### src/rtl/sqrt_pkg.sv
// Shared definitions for the RAM-walking square-root sequencer:
// default widths, the FSM state encoding and the timeout fill word.
package sqrt_pkg;

    localparam int ADDR_W = 4;
    localparam int DATA_W = 8;
    localparam int ROOT_W = 4;

    // Word written back when the root unit fails to answer in time.
    localparam logic [DATA_W-1:0] FF_FILL = {DATA_W{1'b1}};

    typedef enum logic [2:0] {
        ST_IDLE = 3'd0,
        ST_RD   = 3'd1,
        ST_LD   = 3'd2,
        ST_GO   = 3'd3,
        ST_WAIT = 3'd4,
        ST_WR   = 3'd5,
        ST_FIN  = 3'd6
    } state_t;

endpackage

### src/rtl/sqrt_wait_timer.sv
// Saturating cycle counter that bounds how long the sequencer waits for
// the square-root unit. Cleared before WAIT, counts while enabled, and
// flags expiry once it reaches TIMEOUT-1.
module sqrt_wait_timer #(
    parameter int TIMEOUT = 64
) (
    input  logic clk_i,
    input  logic rst_ni,
    input  logic clr_i,
    input  logic en_i,
    output logic expired_o
);

    localparam int CNT_W = (TIMEOUT > 1) ? $clog2(TIMEOUT) : 1;
    localparam logic [CNT_W-1:0] LIMIT = CNT_W'(TIMEOUT - 1);

    logic [CNT_W-1:0] cnt_q;

    // Count up while enabled, holding at LIMIT; clear has priority.
    always_ff @(posedge clk_i or negedge rst_ni) begin
        if (!rst_ni) begin
            cnt_q <= '0;
        end else if (clr_i) begin
            cnt_q <= '0;
        end else if (en_i && (cnt_q != LIMIT)) begin
            cnt_q <= cnt_q + CNT_W'(1);
        end
    end

    assign expired_o = (cnt_q == LIMIT);

endmodule

### src/rtl/sqrt_mem_sequencer.sv
// Walks addresses 0..N_WORDS-1 of a synchronous RAM, feeds each word to an
// iterative square-root unit via a start/done handshake and writes the
// zero-extended root back in place. A watchdog turns a missing answer
// into an all-ones word plus a sticky error flag.
module sqrt_mem_sequencer
    import sqrt_pkg::*;
#(
    parameter int ADDR_W  = sqrt_pkg::ADDR_W,
    parameter int DATA_W  = sqrt_pkg::DATA_W,
    parameter int ROOT_W  = sqrt_pkg::ROOT_W,
    parameter int N_WORDS = 16,
    parameter int TIMEOUT = 64
) (
    input  logic              CLK,
    input  logic              ResetN,
    input  logic              St,
    output logic [ADDR_W-1:0] Addr,
    input  logic [DATA_W-1:0] MDO,
    output logic [DATA_W-1:0] MDI,
    output logic              Write_Enable,
    output logic [DATA_W-1:0] Root_N,
    output logic              Root_St,
    input  logic [ROOT_W-1:0] Root_Q,
    input  logic              Root_Done,
    output logic              Busy,
    output logic              Done,
    output logic              Err
);

    localparam logic [ADDR_W-1:0] LAST_ADDR = ADDR_W'(N_WORDS - 1);

    state_t            state_q;
    logic [ADDR_W-1:0] addr_q;
    logic [DATA_W-1:0] mdi_q;
    logic [DATA_W-1:0] root_n_q;
    logic              we_q;
    logic              root_st_q;
    logic              busy_q;
    logic              done_q;
    logic              err_q;
    logic              root_done_prev_q;

    logic              done_edge;
    logic              expired;

    // A level left high from an earlier word must not complete a new one,
    // so only a fresh 0->1 transition counts.
    assign done_edge = Root_Done & ~root_done_prev_q;

    sqrt_wait_timer #(
        .TIMEOUT (TIMEOUT)
    ) u_timer (
        .clk_i     (CLK),
        .rst_ni    (ResetN),
        .clr_i     (state_q == ST_GO),
        .en_i      (state_q == ST_WAIT),
        .expired_o (expired)
    );

    // Remember the previous Root_Done level for edge detection.
    always_ff @(posedge CLK or negedge ResetN) begin
        if (!ResetN) begin
            root_done_prev_q <= 1'b0;
        end else begin
            root_done_prev_q <= Root_Done;
        end
    end

    // Main sequencer: state, address walk, data capture and registered strobes.
    always_ff @(posedge CLK or negedge ResetN) begin
        if (!ResetN) begin
            state_q   <= ST_IDLE;
            addr_q    <= '0;
            mdi_q     <= '0;
            root_n_q  <= '0;
            we_q      <= 1'b0;
            root_st_q <= 1'b0;
            busy_q    <= 1'b0;
            done_q    <= 1'b0;
            err_q     <= 1'b0;
        end else begin
            // Strobes are single-cycle unless a transition re-asserts them.
            we_q      <= 1'b0;
            root_st_q <= 1'b0;
            done_q    <= 1'b0;
            case (state_q)
                ST_IDLE: begin
                    if (St) begin
                        state_q <= ST_RD;
                        addr_q  <= '0;
                        err_q   <= 1'b0;
                        busy_q  <= 1'b1;
                    end
                end
                ST_RD: begin
                    state_q <= ST_LD;
                end
                ST_LD: begin
                    root_n_q  <= MDO;
                    root_st_q <= 1'b1;
                    state_q   <= ST_GO;
                end
                ST_GO: begin
                    state_q <= ST_WAIT;
                end
                ST_WAIT: begin
                    // A completion in the expiry cycle still counts as success.
                    if (done_edge) begin
                        mdi_q   <= DATA_W'(Root_Q);
                        we_q    <= 1'b1;
                        state_q <= ST_WR;
                    end else if (expired) begin
                        mdi_q   <= FF_FILL;
                        err_q   <= 1'b1;
                        we_q    <= 1'b1;
                        state_q <= ST_WR;
                    end
                end
                ST_WR: begin
                    if (addr_q == LAST_ADDR) begin
                        done_q  <= 1'b1;
                        state_q <= ST_FIN;
                    end else begin
                        addr_q  <= addr_q + ADDR_W'(1);
                        state_q <= ST_RD;
                    end
                end
                ST_FIN: begin
                    busy_q  <= 1'b0;
                    state_q <= ST_IDLE;
                end
                default: begin
                    busy_q  <= 1'b0;
                    state_q <= ST_IDLE;
                end
            endcase
        end
    end

    assign Addr         = addr_q;
    assign MDI          = mdi_q;
    assign Write_Enable = we_q;
    assign Root_N       = root_n_q;
    assign Root_St      = root_st_q;
    assign Busy         = busy_q;
    assign Done         = done_q;
    assign Err          = err_q;

endmodule

### config.mk
export PLATFORM = sky130hd
export DESIGN_NAME = sqrt_mem_sequencer
export DESIGN_NICKNAME = d
export VERILOG_FILES = /design/src/rtl/sqrt_pkg.sv /design/src/rtl/sqrt_wait_timer.sv /design/src/rtl/sqrt_mem_sequencer.sv
export SDC_FILE = /design/constraint.sdc
export NUM_CORES = 1
export LEC_CHECK = 0
export BUFFER_PORTS_ARGS = -buffer_cell sky130_fd_sc_hd__buf_2
export CAP_MARGIN = 20
export CORE_MARGIN = 5
export CORE_UTILIZATION = 43
export DETAILED_ROUTE_END_ITERATION = 10
export GPL_ROUTABILITY_DRIVEN = 0
export PLACE_DENSITY = 0.77
export SYNTH_ARGS = -nofsm -noshare
export SYNTH_HDL_FRONTEND = slang
export SYNTH_SLANG_ARGS = --single-unit
### constraint.sdc
create_clock -name CLK -period 1.4 [get_ports CLK]
set_input_delay 0.14 -clock CLK [delete_from_list [all_inputs] [get_ports CLK]]
set_output_delay 0.14 -clock CLK [all_outputs]
set_load 0.01 [all_outputs]
==> flow_summary.ini <==
[synth]
synth_top_family_by_area = simple AND/OR/NAND/NOR gates
synthTopCellsByArea = dfrtp_1 (51%), mux2_1 (5.8%), mux2i_1 (5.1%)
yosys_warnings = 0
yosysTopAreaCell = dfrtp_1
synth.yosys.seq_area_share_pct = 51.3
synth_fp_nets = 152
syn_avg_cell_area_um2 = 11.7
async_reset_ff_share_pct = 100
syn-cell-area_um2 = 1560
netlist_instances = 134
synth_simple_gate_area_share_pct = 19.1
synth_adder_area_share_pct = 1.60
synth-compound-area-share_pct = 10.7
ys_types = 44
synthFlopType = dfrtp_1
ys_seq_elements = 32
yosysTopAreaCellShare_pct = 51.3
synth_edf_count = 0
synthXorXnorAreaFrac_pct = 0.561
synth.area.mux_share_pct = 11.6

[global_routing]
grt_pass1_wl_um = 5980
overflow = 0
gr-usage-met1_pct = 17.0
antenna_found_initial = 0
grt_use_met3_pct = 3.73
top_usage_layer = met2
track_usage_pct = 15.0
grt_max_degree = 33
grt_util_met2_pct = 25.7
grt_pass1_vias = 1294

[floorplan]
rows = 21
die_w_um = 70.3
core_area_um2 = 3420
io-pin-count = 41
chipHeight_um = 70.3
dieArea_um2 = 4940
start_util_pct = 45.7

[detailed_routing]
viasPerCell = 5.20
routed_wl_um = 3710
drtAntennaViolNets = 0
num_vias = 1273
drtIter0Drc = 55
wire_per_inst_um = 15.2
firstDrtPassIters = 5
drcViolationCount = 0

[layout]
antenna_cells = 0
layout_commonest_cell = buf_2
area_delta_synth_final_pct = 35.7
drive_above_1_share_pct = 47.7
final_cell_mix = buf_2 (40), dfrtp_1 (29), buf_4 (19), a21oi_1 (11)
nNetsFinal = 216
fill_cells = 269

[cts]
cts_tree = done
cts_buffer_depth = 2
clkTransAtPathRegs_ns = 0.10
insertion_delay_ns = 0.33
clock-sinks = 32
cts-root-buf = clkbuf_4
htreeDepth = 2
cts_made_buffers = 5

[sta]
grt_setup_unrepaired = yes
slew_headroom_pct = 52.1
slew_violations = 0
clock_skew_ns = 0.00633
final.period_utilization_pct = 103
worstMarginPinSlew_ns = 0.718
setup_violations = 1
final-hold-violation-count = 0
fmax_ghz = 0.694
hold_slack_ns = 0.0199
min_period_ns = 1.44
layout_setup_ws_ns = -0.0415
tns_ns = -0.0415

[pwr]
combPwrFrac_pct = 44.9
vdd_drop_max_mv = 0.749
finalPower_mw = 3.90
p_sw_mw = 1.37
p_leak_nw = 1.04
p_sw_share_pct = 35.0
power_density_nw_per_um2 = 1840
p_clk_share_pct = 17.8
seqPwrFrac_pct = 37.3
power.internal_mw = 2.54

[setup_path]
cp.arrival_ns = 1.67
start_kind = flop
cpMaxStageDelayCell = dfrtp_2
worstSetupPathType = flop to flop
cp-end-kind = flop
path_cells = buf_4 > or3b_4 > o32ai_1
ff2ff_path_depth = 3
cp_max_fo = 4
cp.required_ns = 1.63
max_stage_delay_ns = 0.45

[outcome]
failed_checks = setup timing
status = finished, violations left

[place]
portBuffers = 40
hpwl_um = 2550

[worst_hold_path]
hold_path_class = primary input to flop
min_path_cells = 2

[job]
drv_cap = 0
==> routing by layer <==
metal	vias to the layer above	wire (µm)
li1	611	-
met1	610	1470
met2	43	1970
met3	9	201
met4	0	67
met5	-	0
==> final cells by class <==
class                   instances  area, µm²  area share [%]
multi-input cells              90        741            35.0
well taps                      46       57.6            2.72
clock buffers                   6       41.3            1.95
flip-flops and latches         32        805            38.0
clock inverters                 2       35.0            1.65
repair buffers                 66        428            20.2
inverters                       3       11.3           0.532
==> synthesized netlist by cell type, types with 2 or more instances <==
master and n:
or3b_2 4, nand3_1 3, a21oi_1 11, and3_1 3, nor2_1 9, buf_4 3, ha_1 2, dfrtp_1 32
buf_6 3, and2_1 3, inv_1 3, nor2b_1 4, mux2i_1 8, nand2_1 6, nand3b_1 2, mux2_1 8
a221oi_1 2, nand2b_1 2
==> sequential cells by signal, indices dropped and copies added (netlist names) <==
register          flops
Root_N                8
Busy                  1
state_q               3
MDI                   5
Done                  1
Addr                  4
root_done_prev_q      1
Root_St               1
u_timer.cnt_q         6
Write_Enable          1
Err                   1
==> metrics by stage <==
stage / worst slack [ns] / instance area (µm²) / cells / utilization (%)
2_1_floorplan: 0.0106 / 1560 / 134 / -
3_3_place_gp: 0.0275 / 1880 / 227 / 55.1
3_5_place_dp: -0.0672 / 1880 / 227 / 55.1
6_report: -0.0415 / 2120 / 245 / 62.0
4_1_cts: -0.00904 / 2020 / 239 / 59.1
5_1_grt: -0.0974 / 2120 / 245 / 62.0
==> power groups by stage <==
stage / clock [mW] / combinational (mW) / sequential, mW
after floorplan: 0 / 0.833 / 1.51
after global placement: 0 / 1.43 / 1.40
after detailed placement: 0 / 1.50 / 1.43
after CTS: 0.706 / 1.57 / 1.43
after global routing: 0.743 / 1.91 / 1.49
final: 0.693 / 1.75 / 1.46
==> cells by family after synthesis <==
logic type | count (synthesis)
buf+inv | 12
mux | 17
fa+ha+maj | 2
flops | 32
compound gates | 25
xor+xnor | 1
simple gates | 45
==> critical path, delay by kind of cell (launching register included) <==
kind,cells,cell delay [ns]
flops,1,0.45
simple gates,1,0.42
compound gates,1,0.31
buf+inv,1,0.16
==> final timing paths <==
check                            from    endpoint  slack, ns
setup / recovery           state_q[0]         Err      -0.04
hold reg to reg             Root_N[7]   Root_N[7]       0.49
max in group asynchronous      ResetN  state_q[0]       0.49
setup reg to reg           state_q[0]         Err      -0.04
hold / removal                 MDO[7]   Root_N[7]       0.02
min in group asynchronous      ResetN        Busy       0.40
==> repair_timing <==
action | in CTS | in global routing
endpoints found under the setup margin | 15 | 21
pin swaps | 2 | 1
endpoints found under the hold margin | 33 | 0
hold buffers | 2 | 0
gates resized for setup | 7 | 14
buffers inserted | 2 | 6
Note: power is estimated with default switching activity, not from simulation.
